## src/rtl/dataflow_pkg.sv

```systemverilog
// Shared types for the dataflow loop-lowering operators.
//   carry_state_t : loop-carry FSM states (init pending / inside loop)
//   gate_state_t  : loop-gate FSM states (drop head condition / pass)
//   xfer()        : valid/ready handshake helper
package dataflow_pkg;

    typedef enum logic [1:0] {
        S_INIT = 2'b00,
        S_LOOP = 2'b01
    } carry_state_t;

    typedef enum logic [1:0] {
        S_GATE_HEAD = 2'b00,
        S_GATE_PASS = 2'b01
    } gate_state_t;

    localparam int unsigned DataflowWidth = 32;

    function automatic logic xfer(input logic valid, input logic ready);
        return valid && ready;
    endfunction

endpackage

```

## src/rtl/dataflow_out_slot.sv

```systemverilog
// One-entry valid/ready output register shared by the dataflow operators.
// Ports:
//   clk, rst          clock, asynchronous active-high reset
//   in_valid/in_ready/in_data     upstream side; in_ready = !full || out_ready
//   out_valid/out_ready/out_data  downstream side; out_valid = full
module dataflow_out_slot #(
    parameter int unsigned WIDTH = 32
) (
    input  logic             clk,
    input  logic             rst,
    input  logic             in_valid,
    output logic             in_ready,
    input  logic [WIDTH-1:0] in_data,
    output logic             out_valid,
    input  logic             out_ready,
    output logic [WIDTH-1:0] out_data
);

    logic             full_q;
    logic [WIDTH-1:0] data_q;
    logic             accept;

    // Ready also when draining this cycle, so back-to-back tokens see no bubble.
    assign in_ready  = !full_q || out_ready;
    assign accept    = in_valid && in_ready;
    assign out_valid = full_q;
    assign out_data  = data_q;

    always_ff @(posedge clk or posedge rst) begin
        if (rst) begin
            full_q <= 1'b0;
            data_q <= '0;
        end else if (accept) begin
            // A simultaneous drain and load keeps the slot full with new data.
            full_q <= 1'b1;
            data_q <= in_data;
        end else if (out_ready) begin
            full_q <= 1'b0;
        end
    end

endmodule

```

## src/rtl/dataflow_carry.sv

```systemverilog
// Loop-carried value generator placed at every loop header.
// Emits the init value (a) once, then one back-edge value (b) per true loop
// condition (d); a false condition re-arms it for the next init value.
// Ports:
//   clk, rst                  clock, asynchronous active-high reset
//   d_valid/d_ready/d_data    loop-condition token (1 = iterate, 0 = exit)
//   a_valid/a_ready/a_data    init-value token
//   b_valid/b_ready/b_data    back-edge value token
//   o_valid/o_ready/o_data    carried value output (one-entry slot)
module dataflow_carry
    import dataflow_pkg::*;
#(
    parameter int unsigned WIDTH = 32
) (
    input  logic             clk,
    input  logic             rst,
    input  logic             d_valid,
    output logic             d_ready,
    input  logic             d_data,
    input  logic             a_valid,
    output logic             a_ready,
    input  logic [WIDTH-1:0] a_data,
    input  logic             b_valid,
    output logic             b_ready,
    input  logic [WIDTH-1:0] b_data,
    output logic             o_valid,
    input  logic             o_ready,
    output logic [WIDTH-1:0] o_data
);

    carry_state_t     state_q, state_d;
    logic             slot_free;
    logic             load;
    logic             sel_b;
    logic [WIDTH-1:0] load_data;
    logic             iter_ok;

    always_ff @(posedge clk or posedge rst) begin
        if (rst) begin
            state_q <= S_INIT;
        end else begin
            state_q <= state_d;
        end
    end

    // A true condition is only taken together with its back-edge partner.
    assign iter_ok = b_valid && slot_free;

    always_comb begin
        state_d = state_q;
        a_ready = 1'b0;
        d_ready = 1'b0;
        b_ready = 1'b0;
        load    = 1'b0;
        sel_b   = 1'b0;
        unique case (state_q)
            S_INIT: begin
                a_ready = slot_free;
                if (xfer(a_valid, slot_free)) begin
                    load    = 1'b1;
                    state_d = S_LOOP;
                end
            end
            S_LOOP: begin
                // Gated by d_valid so a floating d_data cannot reach the readys.
                if (d_valid) begin
                    if (d_data) begin
                        d_ready = iter_ok;
                        b_ready = iter_ok;
                        if (iter_ok) begin
                            load  = 1'b1;
                            sel_b = 1'b1;
                        end
                    end else begin
                        // Exit needs no slot space: it emits nothing.
                        d_ready = 1'b1;
                        state_d = S_INIT;
                    end
                end
            end
            default: begin
                state_d = S_INIT;
            end
        endcase
    end

    assign load_data = sel_b ? b_data : a_data;

    dataflow_out_slot #(
        .WIDTH (WIDTH)
    ) u_slot (
        .clk       (clk),
        .rst       (rst),
        .in_valid  (load),
        .in_ready  (slot_free),
        .in_data   (load_data),
        .out_valid (o_valid),
        .out_ready (o_ready),
        .out_data  (o_data)
    );

endmodule

```

## config.mk

```make
export PLATFORM = sky130hd
export DESIGN_NAME = dataflow_carry
export DESIGN_NICKNAME = d
export VERILOG_FILES = /design/src/rtl/dataflow_pkg.sv /design/src/rtl/dataflow_out_slot.sv /design/src/rtl/dataflow_carry.sv
export SDC_FILE = /design/constraint.sdc
export NUM_CORES = 1
export LEC_CHECK = 0
export ABC_CLOCK_PERIOD_IN_PS = 1400
export BUFFER_PORTS_ARGS = -buffer_cell sky130_fd_sc_hd__clkbuf_2
export CORE_UTILIZATION = 40
export DETAILED_ROUTE_END_ITERATION = 8
export PLACE_DENSITY_LB_ADDON = 0.1
export SKIP_CTS_REPAIR_TIMING = 1
export SLEW_MARGIN = 20
export SYNTH_ARGS = -nofsm -noshare
export SYNTH_HDL_FRONTEND = slang
export SYNTH_SLANG_ARGS = --single-unit
```

## constraint.sdc

```tcl
create_clock -name clk -period 1.4 [get_ports clk]
set_input_delay 0.21 -clock clk [delete_from_list [all_inputs] [get_ports clk]]
set_output_delay 0.21 -clock clk [all_outputs]
set_load 0.02 [all_outputs]
```

[Yosys cells after proc, flatten, opt, wreduce, memory -nomap -nowiden]
Cells that the tools add are included.
Cells by class
  multiplexer cells: 20
  equal/unequal tests: 4
  reductions and logical operators: 8
Operators with widths (number)
  two-way mux 32 bit: 1
  two-way mux 1 bit: 14
  two-way mux 2 bit: 3
  inequality test 2 bit, second input constant: 3
  one-hot mux 2 bit (2 select lines): 1
  logical AND 1 bit: 3
  AND reduction 3 bit: 1
  equality test 2 x 1 -> 1 bit, second input constant: 1
  zero test 2 bit: 1
  one-hot mux 1 bit (2 select lines): 1
  nonzero test 2 bit: 1
  zero test 1 bit: 1
  logical OR 1 bit: 1
Storage, ports and cells
  input port bits: 71
  word-level logic and storage cells: 35
  flip-flop bits (word level): 35
  output and inout port bits: 36

[Longest topological paths before layout]
Gate-level depths: netlist (run 1).
  depth after elaboration: 9
  mapped depth: 5
  gate-level depth less buffers: 3

[Hierarchy]
From an unflattened synthesis (run 1), not the netlist that was laid out.
Second synthesis, totals
  cell total of the unflattened synthesis: 121
  area, all modules: 2015.7 µm²
By module, submodules not included
  dataflow_out_slot: sequential area each 825.8 µm², instances 1, cells each 72, area each 1395.1 µm²
  dataflow_carry: sequential area each 25.0 µm², instances 1, cells each 49, area each 620.6 µm²

[Worst setup path before layout (run 1)]
Ideal clock, no wire load.
  path kind: register to output
  start point: register u_slot.full_q (netlist: u_slot.out_valid)
  end point: output d_ready
  data required time: 1190 ps
  path buffers: 2
  path slack: -286 ps
  arrival time: 1476 ps
  stages on the path, launching flop included: 6
  cells stage by stage: dfrtp_1 > nand2b_1 > clkbuf_1 > clkbuf_1 > nand2_1 > a21oi_1
On the way
  word-level cells in the longest chain between the ends: 6
RTL lines
  start, declared: RTL line dataflow_out_slot.sv:19  | logic full_q;
  start signal, assigned: RTL line dataflow_out_slot.sv:31  | full_q <= 1'b0;
  start signal, assigned: RTL line dataflow_out_slot.sv:35  | full_q <= 1'b1;
  start signal, assigned: RTL line dataflow_out_slot.sv:38  | full_q <= 1'b0;
  zero test 1 bit: RTL line dataflow_out_slot.sv:24  | assign in_ready = !full_q || out_ready;
  logical OR 1 bit: RTL line dataflow_out_slot.sv:24
  logical AND 1 bit: RTL line dataflow_carry.sv:47  | assign iter_ok = b_valid && slot_free;
  two-way mux 1 bit: RTL line dataflow_carry.sv:67  | if (d_data) begin
  two-way mux 1 bit: RTL line dataflow_carry.sv:66  | if (d_valid) begin
  two-way mux 1 bit: RTL line dataflow_carry.sv:56  | unique case (state_q)
  end, declared: RTL line dataflow_carry.sv:18  | output logic d_ready,
Every way passes these cells.

[Worst setup path after layout (run 1)]
  start point: register u_slot.full_q (netlist: u_slot.out_valid)
  end point: output b_ready
On the way
  word-level cells in the longest chain between the ends: 6
RTL lines
  zero test 1 bit: RTL line dataflow_out_slot.sv:24
  logical OR 1 bit: RTL line dataflow_out_slot.sv:24
  logical AND 1 bit: RTL line dataflow_carry.sv:47
  two-way mux 1 bit: RTL line dataflow_carry.sv:67
  two-way mux 1 bit: RTL line dataflow_carry.sv:66
  two-way mux 1 bit: RTL line dataflow_carry.sv:56
  end, declared: RTL line dataflow_carry.sv:24  | output logic b_ready,
Every way passes these cells.

==> metrics.md, run 1 <==
| Metric | Value |
|---|---|
| Clock Latency Late Sink | `0.29 ns` |
| R2R Path End | `u_slot.out_data[8]$_DFFE_PP0P_` |
| Slack of the critical path | `-0.208 ns` |
| Internal power | `2930 uW` |
| Critical path origin | `u_slot.out_valid$_DFFE_PP0P_` |
| Die Y | `72.2 um` |
| Sw Ratio | `43.2%` |
| RSZ-0062 raised after global routing | `yes` |
| PwrDens | `1870 nW/um2` |
| Port bufs | `106` |
| Max_slew headroom | `66.9%` |
| Share of layout cells above drive strength 1 | `53.2%` |
| P&R area growth vs syn | `39.7%` |
| Worst Hold Class | `input pin to asynchronous set/reset pin` |
| First-pass GRT wire length | `9.62 mm` |
| Hold slack | `-0.00295 ns` |
| Combinational share of power | `52.9%` |
| Routed wire length per instance | `15.0 um` |
| Dpl hpwl | `3.95 mm` |
| Vias per std cell | `5.50` |
| Status | `finished, violations left` |
| TritonCTS Buffers | `5` |
| Via count | `2,084` |
| Row count | `25` |
| TritonCTS clock tree | `yes` |
| DR top layer | `met4` |
| Chip width | `72.2 um` |
| Critical Path End Type | `primary output` |
| Max-Cap Viols | `0` |
| Critical path type | `flip-flop to primary output` |
| Nets@finish | `382` |
| Met2 WL | `2.84 mm` |
| Worst-path fanout max | `3` |
| Pleak | `0.00120 uW` |
| Worst VDD drop | `0.000918 V` |
| Final instance area | `2760 um2` |
| Total clock sinks | `34` |
| # setup viols final | `25` |
| Switch Pwr | `2230 uW` |
| Failing checks | `negative hold slack, negative setup slack` |
| Yosys warning count | `0` |
| Placed instance area | `2630 um2` |
| Total gr overflow | `0` |
| GPL Wtd Cong | `0.744` |
| Metal3 WL | `380 um` |
| Largest net degree at the start of global routing | `36` |
| Area leader, netlist | `dfrtp_1` |
| Fin Clk Skew | `0.00637 ns` |
| Worst Path Required | `1.19 ns` |
| Worst reg-to-reg setup slack | `-0.08 ns` |
| CP endpoint | `b_ready` |
| Post-layout util | `58.3%` |
| Core area | `4720 um2` |
| Max-slew violations | `0` |
| Crit path arrival time | `1.40 ns` |
| Htree depth | `2` |
| Clk buf depth | `2` |
| Post-Syn Area | `1970 um2` |
| Die area | `5210 um2` |
| Synthesis-stage register bit count | `34` |
| Final hold violations | `4` |
| Clock root buffer master | `clkbuf_8` |
| Top cells by area, synth | `dfrtp_1 (43%), a31oi_2 (18%), nor4_1 (10%)` |
| Vias in the first global route | `2,029` |
| R2R depth | `5` |
| Clk pin slew, worst setup/hold paths | `0.07 ns` |
| N_diodes | `0` |
| # IOs | `107` |
| Number of nets with antenna violations after routing | `0` |
| Clk pwr share | `13.5%` |
| Post-Syn Instances | `207` |
| Slew at the pin closest to its max-slew limit | `0.492 ns` |
| Reg-to-Reg Start | `u_slot.out_valid$_DFFE_PP0P_` |
| Slowest CP cell | `or3_4` |
| DRT Pass-1 Iters | `4` |
| Avg Cell Area, Syn | `9.53 um2` |
| CP max stage delay | `0.42 ns` |
| DRC | `0` |
| Final cycle utilization of the critical path | `115%` |
| Startpoint types | `flip-flop` |
| Post-Syn Nets | `278` |
| Synth top area share | `43.1%` |
| Final wirelength | `5.70 mm` |
| Overall Global Routing Usage | `23.8%` |
| Sequential power share | `33.6%` |
| DR iter-0 viols | `105` |
| Initial antenna violation count | `0` |
| Cells along the critical path | `nor2b_4 -> or3_4 -> clkinv_4 -> buf_6` |
| Sequential element share of the synthesized area | `43.1%` |
| Netlist cell types | `19` |
| Metal-1 WL | `2.42 mm` |
| Fin crit period | `1.61 ns` |
| FMAX | `622 MHz` |
| Initial core utilization | `41.7%` |
layout by cell type, fill, tap and decap left out:
| cell type | count |
|---|---|
| buf_12 | 1 |
| dfrtp_2 | 1 |
| clkbuf_2 | 104 |
| clkinv_1 | 1 |
| inv_1 | 2 |
| dfrtp_1 | 33 |
| clkbuf_1 | 3 |
| nor4_1 | 32 |
| or3_4 | 1 |
| clkinv_4 | 1 |
| nor2b_2 | 1 |
| a31oi_2 | 27 |
| o21ai_0 | 29 |
| o21ai_1 | 5 |
| nand3_2 | 1 |
| nand3_1 | 33 |
| nand2b_1 | 2 |
| buf_6 | 2 |
| a31oi_4 | 1 |
| clkbuf_8 | 5 |
| nand2_1 | 1 |
| nand2_2 | 1 |
| nor2b_4 | 1 |
| nor2_1 | 1 |
| buf_4 | 16 |
| buf_8 | 2 |
| a21oi_4 | 1 |
| a31oi_1 | 4 |
worst min path at each step:
| stage | to | depth (start not counted) |
|---|---|---|
| 2_1_floorplan | state_q[0]$_DFFE_PP0P_ | 1 |
| 3_3_place_gp | u_slot.out_data[17]$_DFFE_PP0P_ | 3 |
| 3_5_place_dp | u_slot.out_data[17]$_DFFE_PP0P_ | 3 |
| 4_1_cts | u_slot.out_data[0]$_DFFE_PP0P_ | 3 |
| 5_1_grt | u_slot.out_data[17]$_DFFE_PP0P_ | 3 |
| 6_report | u_slot.out_data[17]$_DFFE_PP0P_ | 3 |
power groups by stage:
stage	Sequential, uW	Combinational [uW]	Clock [uW]
after floorplan	2300	1200	0
after global placement	1750	2660	0
after detailed placement	1740	2710	0
after CTS	1730	2710	713
after global routing	1790	2970	767
final	1730	2730	698
sequential cells by signal, indices dropped and copies added (netlist names):
name and flops:
u_slot.out_valid 1, u_slot.out_data 32, state_q 1
cells in the mapped netlist:
| master | instances |
|---|---|
| nor2b_1 | 2 |
| clkinv_1 | 1 |
| nor2_1 | 1 |
| o21ai_0 | 34 |
| inv_1 | 2 |
| inv_2 | 1 |
| nand3_2 | 1 |
| buf_6 | 4 |
| nor4_1 | 32 |
| buf_2 | 2 |
| nand2_1 | 2 |
| clkbuf_1 | 22 |
| dfrtp_1 | 34 |
| a31oi_1 | 4 |
| nand2b_1 | 2 |
| a31oi_2 | 28 |
| nand3_1 | 33 |
| a21oi_1 | 1 |
| or3_1 | 1 |
cell type report:
class	count	area, um2
fillers	438	1970
multi-input cells	141	1010
clock buffers	8	80.1
well taps	67	83.8
flip-flops and latches	34	852
repair buffers	125	713
inverters	4	20.0
worst max-delay path: cells and delay by family, from the launching register on:
family,cells,cell delay [ns]
buffers and inverters,2,0.16
AND/OR/NAND/NOR,2,0.55
flip-flops,1,0.40
metrics by stage:
stage               power, uW  hold slack (ns)  setup TNS [ns]  instances  worst slack, ns
floorplan                3510            0.352          -0.119        207          -0.0483
global placement         4410            0.316           -1.32        370          -0.0559
detailed placement       4450            0.319           -2.18        370          -0.0845
CTS                      5160           0.0172           -3.29        378           -0.362
global route             5530           0.0530           -2.59        379           -0.237
finish                   5160         -0.00295           -1.68        379           -0.208
cell families after synthesis:
| logic type | share of synthesized area (%) |
|---|---|
| buffers and inverters | 7.74 |
| DFF | 43.1 |
| and+or+nand+nor | 21.2 |
| AOI/OAI and AO/OA | 27.9 |
metal layers:
metal  global-route usage, %  vias to the layer above
li1                        -                     1009
met3                    6.11                        8
met4                    6.97                        0
met2                    39.8                       86
met1                    30.4                      981
met5                       0                        -
(Power assumes the default switching activity.)
==> inputs of run 2 (changes only) <==
--- a/config.mk
+++ b/config.mk
@@ -9,9 +9,10 @@
 export BUFFER_PORTS_ARGS = -buffer_cell sky130_fd_sc_hd__clkbuf_2
 export CORE_UTILIZATION = 40
 export DETAILED_ROUTE_END_ITERATION = 8
-export PLACE_DENSITY_LB_ADDON = 0.1
+export PLACE_DENSITY = 0.87
 export SKIP_CTS_REPAIR_TIMING = 1
 export SLEW_MARGIN = 20
 export SYNTH_ARGS = -nofsm -noshare
 export SYNTH_HDL_FRONTEND = slang
 export SYNTH_SLANG_ARGS = --single-unit
+export TNS_END_PERCENT = 30
==> run 2 against run 1 <==
Against the previous run: the run ends with negative setup slack left; critical path depth unchanged; maximum frequency increased by 0.78%; sequential power hardly changed; register-to-register slack worse by 0.02 ns; total power grew 2.5%; utilization rose by 0.34 points; combinational power increased by 2%; critical path type unchanged; largest cell class unchanged; highest routed layer unchanged.
==> metrics.md, run 2 (synthesis gave the netlist of run 1 again) <==
| Metric | Value |
|---|---|
| Status | `finished, violations left` |
| Failing checks | `negative setup slack` |
| Critical Path End Type | `primary output` |
| Worst Hold Depth | `3` |
| Clk pin slew, worst setup/hold paths | `0.07 ns` |
| Dpl hpwl | `4.25 mm` |
| Routed wire length per instance | `16.7 um` |
| Max_slew headroom | `69.0%` |
| Via count | `2,166` |
| Most common cell after layout, fill and taps aside | `clkbuf_2` |
| Fillers | `411` |
| DR iter-0 viols | `235` |
| First-pass GRT wire length | `9.88 mm` |
| CP max stage delay | `0.42 ns` |
| Total clock sinks | `34` |
| Internal power | `2980 uW` |
| RSZ-0062 raised after global routing | `yes` |
| Sum Neg Setup Slack | `-1.88 ns` |
| GPL Wtd Cong | `0.826` |
| Commonest cells after routing, fill and taps aside | `clkbuf_2 (104), nand3_1 (33), dfrtp_1 (33)` |
| Slack of the critical path | `-0.196 ns` |
| Worst-path fanout max | `4` |
| Core area | `4720 um2` |
| Worst Hold Class | `input pin to flip-flop` |
| Fin crit period | `1.60 ns` |
| Max-slew violations | `0` |
| Clk pwr share | `14.0%` |
| # IOs | `107` |
| Switch Pwr | `2310 uW` |
| Fin Clk Skew | `0.00744 ns` |
| Combinational share of power | `52.8%` |
| Row count | `25` |
| FF/Latch Area | `852 um2` |
| Startpoint types | `flip-flop` |
| Share of layout cells above drive strength 1 | `53.7%` |
| Htree depth | `2` |
| Largest net degree at the start of global routing | `38` |
| Overall Global Routing Usage | `24.5%` |
| R2R depth | `4` |
| N_diodes | `0` |
| Die Y | `72.2 um` |
| Die area | `5210 um2` |
| Max-Cap Viols | `0` |
| Worst Hold End | `u_slot.out_data[21]$_DFFE_PP0P_` |
| FMAX | `627 MHz` |
| Hold Crit Start | `a_data[21]` |
| Final wirelength | `6.31 mm` |
| Slowest CP cell | `or3_4` |
| Vias in the first global route | `2,052` |
| Final cycle utilization of the critical path | `114%` |
| Total power | `5290 uW` |
| P&R area growth vs syn | `40.5%` |
| Sw Ratio | `43.7%` |
| PwrDens | `1910 nW/um2` |
| Hold slack | `0.178 ns` |
| Number of nets with antenna violations after routing | `0` |
| Chip width | `72.2 um` |
| DRT Pass-1 Iters | `4` |
| Clock Latency Late Sink | `0.28 ns` |
| Clk buf depth | `2` |
| DRC | `0` |
| Vias per std cell | `5.73` |
| Worst reg-to-reg setup slack | `-0.10 ns` |
| # setup viols final | `26` |
| Port bufs | `106` |
| Multi-input logic area | `1020 um2` |
| R2R Path End | `u_slot.out_data[13]$_DFFE_PP0P_` |
| Reg-to-Reg Start | `u_slot.out_valid$_DFFE_PP0P_` |
| Final hold violations | `0` |
| Largest register FFs | `32` |
| Pleak | `0.00121 uW` |
| Nets@finish | `381` |
| Initial core utilization | `41.7%` |
| Critical path type | `flip-flop to primary output` |
| Clock root buffer master | `clkbuf_8` |
| TritonCTS clock tree | `yes` |
| Crit path arrival time | `1.39 ns` |
| Total gr overflow | `0` |
| Sequential power share | `33.2%` |
| Slew at the pin closest to its max-slew limit | `0.461 ns` |
| Worst VDD drop | `0.000858 V` |
| Cells along the critical path | `nor2b_4 -> or3_4 -> clkinv_4 -> buf_6` |
| Initial antenna violation count | `0` |
| TritonCTS Buffers | `5` |
| Worst Path Required | `1.19 ns` |
==> run 2: cell types whose count changed in the layout (fill, tap and decap cells not counted), sizes merged <==
cell | before | now
dlygate4sd3 | 0 | 1
clkinv | 2 | 3
buf | 21 | 19
clkbuf | 112 | 111
==> run 2: critical path, delay by kind of cell, from the launching register on <==
family                 cells  cell delay [ns]
buffers and inverters      2             0.16
flip-flops                 1             0.40
AND/OR/NAND/NOR            2             0.55
==> run 2: layer usage <==
| metal | vias up | global-route usage [%] | share of wire [%] |
|---|---|---|---|
| met4 | 0 | 11.3 | 2.2 |
| met1 | 1044 | 32.0 | 41 |
| met3 | 13 | 4.03 | 5.5 |
| met5 | - | 0 | 0 |
| li1 | 1002 | - | - |
| met2 | 107 | 40.0 | 51 |
==> run 2: worst max-delay path by stage <==
stage | from | end | slack (ns)
2_1_floorplan | u_slot.out_valid$_DFFE_PP0P_ | b_ready | -0.05
3_3_place_gp | u_slot.out_valid$_DFFE_PP0P_ | b_ready | -0.05
5_1_grt | u_slot.out_valid$_DFFE_PP0P_ | b_ready | -0.23
3_5_place_dp | u_slot.out_valid$_DFFE_PP0P_ | u_slot.out_data[5]$_DFFE_PP0P_ | -0.11
4_1_cts | u_slot.out_valid$_DFFE_PP0P_ | b_ready | -0.38
6_report | u_slot.out_valid$_DFFE_PP0P_ | b_ready | -0.20
==> run 2: power groups by stage <==
stage          sequential, uW  combinational, uW  clock (uW)
3_5_place_dp             1740               2740           0
3_3_place_gp             1740               2640           0
6_report                 1760               2790         741
2_1_floorplan            2300               1200           0
4_1_cts                  1740               2730         756
5_1_grt                  1800               2980         801
==> run 2: cell type report <==
cell class                      count  area share [%]
Clock buffer                        7            3.12
Multi-Input combinational cell    141            36.7
Inverter                            4           0.722
Sequential cell                    34            30.7
Clock inverter                      1           0.181
Timing Repair Buffer              124            25.5
Tap cell                           67            3.02
==> run 2: stage by stage <==
stage	cells	util, %	worst slack, ns	cell area, um2
floorplan	207	-	-0.0483	2000
global placement	369	55.9	-0.0509	2640
detailed placement	369	55.9	-0.109	2640
CTS	377	57.9	-0.378	2730
global route	378	58.7	-0.228	2770
finish	378	58.7	-0.196	2770
==> inputs of run 3 (changes only) <==
--- a/config.mk
+++ b/config.mk
@@ -5,9 +5,10 @@
 export SDC_FILE = /design/constraint.sdc
 export NUM_CORES = 1
 export LEC_CHECK = 0
+export ABC_AREA = 1
 export ABC_CLOCK_PERIOD_IN_PS = 1400
 export BUFFER_PORTS_ARGS = -buffer_cell sky130_fd_sc_hd__clkbuf_2
-export CORE_UTILIZATION = 40
+export CORE_UTILIZATION = 41
 export DETAILED_ROUTE_END_ITERATION = 8
 export PLACE_DENSITY = 0.87
 export SKIP_CTS_REPAIR_TIMING = 1
==> run 3 against run 2 <==
Against the previous run: clock skew down 0.00085 ns; maximum frequency is 8.0% higher; critical endpoint unchanged; critical path type unchanged; the run ends with negative hold slack, negative setup slack left; clock power rose by 12%; critical path depth grew 1; register-to-register slack gained 0.08 ns.
==> metrics.md, run 3 <==
| Metric | Value |
|---|---|
| Largest net degree at the start of global routing | `35` |
| Slack of the critical path | `-0.0772 ns` |
| Max_slew headroom | `70.8%` |
| TritonCTS clock tree | `yes` |
| Post-Syn Instances | `262` |
| Core area | `4820 um2` |
| Nets@finish | `449` |
| Via count | `2,175` |
| Avg Cell Area, Syn | `7.99 um2` |
| GPL Wtd Cong | `0.826` |
| Slew at the pin closest to its max-slew limit | `0.438 ns` |
| Hold slack | `-0.00925 ns` |
| Die Y | `73.5 um` |
| Startpoint types | `flip-flop` |
| Dpl hpwl | `4.20 mm` |
| N_diodes | `0` |
| # setup viols final | `4` |
| Row count | `25` |
| Area leader, netlist | `dfrtp_1` |
| Netlist cell types | `18` |
| Overall Global Routing Usage | `21.6%` |
| Sum Neg Setup Slack | `-0.109 ns` |
| Top cells by area, synth | `dfrtp_1 (41%), nand2_1 (12%), o21bai_1 (11%)` |
| Worst-path fanout max | `5` |
| Clock root buffer master | `clkbuf_8` |
| # IOs | `107` |
| Chip width | `73.5 um` |
| Final cycle utilization of the critical path | `106%` |
| Pleak | `0.00163 uW` |
| Failing checks | `negative hold slack, negative setup slack` |
| Clk pin slew, worst setup/hold paths | `0.07 ns` |
| Vias in the first global route | `1,999` |
| Crit path arrival time | `1.27 ns` |
| DRT Pass-1 Iters | `4` |
| Post-Syn Area | `2090 um2` |
| Top cells by instance count after synthesis | `nand2_1 (68), nand3_1 (45), inv_1 (35)` |
| Synthesis-stage register bit count | `34` |
| Critical Path End Type | `primary output` |
| Critical path origin | `u_slot.out_valid$_DFFE_PP0P_` |
| Reg-to-Reg Start | `u_slot.out_valid$_DFFE_PP0P_` |
| Initial core utilization | `43.5%` |
| Fin crit period | `1.48 ns` |
| Share of layout cells above drive strength 1 | `43.8%` |
| Routed wire length per instance | `12.8 um` |
| Worst Hold Class | `input pin to asynchronous set/reset pin` |
| Top FF cell, synth | `dfrtp_1` |
| Post-Syn Nets | `333` |
| Count leader, synth | `nand2_1` |
| Status | `finished, violations left` |
| Sequential element share of the synthesized area | `40.6%` |
| First-pass GRT wire length | `8.89 mm` |
| Max-Cap Viols | `0` |
| Pre-CTS setup slack | `0.0915 ns` |
| Commonest cells after routing, fill and taps aside | `clkbuf_2 (104), nand2_1 (66), nand3_1 (45)` |
| Clk buf depth | `2` |
| TritonCTS Buffers | `5` |
| FFs w/ async S/R, synth | `100%` |
| Finished Layout Cells | `446` |
| Yosys warning count | `0` |
| Synth top area share | `40.6%` |
| FMAX | `677 MHz` |
| Total power | `5030 uW` |
| Initial antenna violation count | `0` |
| DRC | `0` |
| DR iter-0 viols | `135` |
| Post-Place Cells | `430` |
| Final wirelength | `5.69 mm` |
| P&R area growth vs syn | `40.2%` |
| Post-synth EDFFs | `0` |
| Clock Latency Late Sink | `0.28 ns` |
| RSZ-0062 raised after global routing | `yes` |
| Total gr overflow | `0` |
| Vias per std cell | `4.88` |
| Most common cell after layout, fill and taps aside | `clkbuf_2` |
| Max-slew violations | `0` |
| Final hold violations | `13` |
| Critical path type | `flip-flop to primary output` |
| Port bufs | `106` |
| PwrDens | `1710 nW/um2` |
| Largest register FFs | `32` |
| Worst VDD drop | `0.000839 V` |
| Die area | `5390 um2` |
| Worst Path Required | `1.19 ns` |
| Total clock sinks | `34` |
| Number of nets with antenna violations after routing | `0` |
| Htree depth | `2` |
| Fin Clk Skew | `0.00660 ns` |
-- run 3: area by class of cell --
class	count	area (um2)
Tap cell	67	83.8
Inverter	35	131
Timing Repair Buffer	127	746
Multi-Input combinational cell	175	1010
Sequential cell	34	851
Clock buffer	8	110
Fill cell	429	1880
-- run 3: cell families (layout without fill, tap and decap cells) --
logic type / Yosys count / in the layout / share of synthesized area, %
compound gates: 34 / 34 / 12.1
buf+inv: 53 / 170 / 11.5
flops: 34 / 34 / 40.6
simple gates: 141 / 141 / 35.7
-- run 3: metrics by stage --
| step | area (um2) | utilization [%] |
|---|---|---|
| after floorplan | 2090 | - |
| after global placement | 2730 | 56.8 |
| after detailed placement | 2730 | 56.8 |
| after CTS | 2840 | 59.0 |
| after global routing | 2930 | 60.9 |
| final | 2930 | 60.9 |
-- run 3: report_power, final --
part	total (uW)	internal (uW)	switching [uW]	leakage, uW
clock	833	496	337	0.0000575
sequential	1770	1450	318	0.000418
combinational	2420	911	1510	0.00116
total	5030	2860	2170	0.00163
-- run 3: path summary, 6_finish.rpt --
path                       slack (ns)  cells past startpoint                               to
max in group asynchronous        1.09                      3   u_slot.out_data[8]$_DFFE_PP0P_
min                            -0.009                      3   u_slot.out_data[1]$_DFFE_PP0P_
max                             -0.08                      5                          b_ready
min reg2reg                      0.51                      2  u_slot.out_data[27]$_DFFE_PP0P_
max reg2reg                     -0.02                      9   u_slot.out_data[8]$_DFFE_PP0P_
min in group clk                 0.23                      5  u_slot.out_data[26]$_DFFE_PP0P_
-- run 3: worst max-delay path, stage by stage (launching register included) --
cell     delay, ns
dfrtp_1       0.42
nand2_2       0.12
nand2_4       0.08
nor2_4        0.14
buf_12        0.12
buf_8         0.10
-- run 3: routing by layer --
layer	vias up	GRT usage, %	share of wire [%]
met5	-	0	0
met4	0	5.98	0.81
met3	6	5.35	6.1
met2	85	37.7	50
met1	1015	26.2	43
li1	1069	-	-
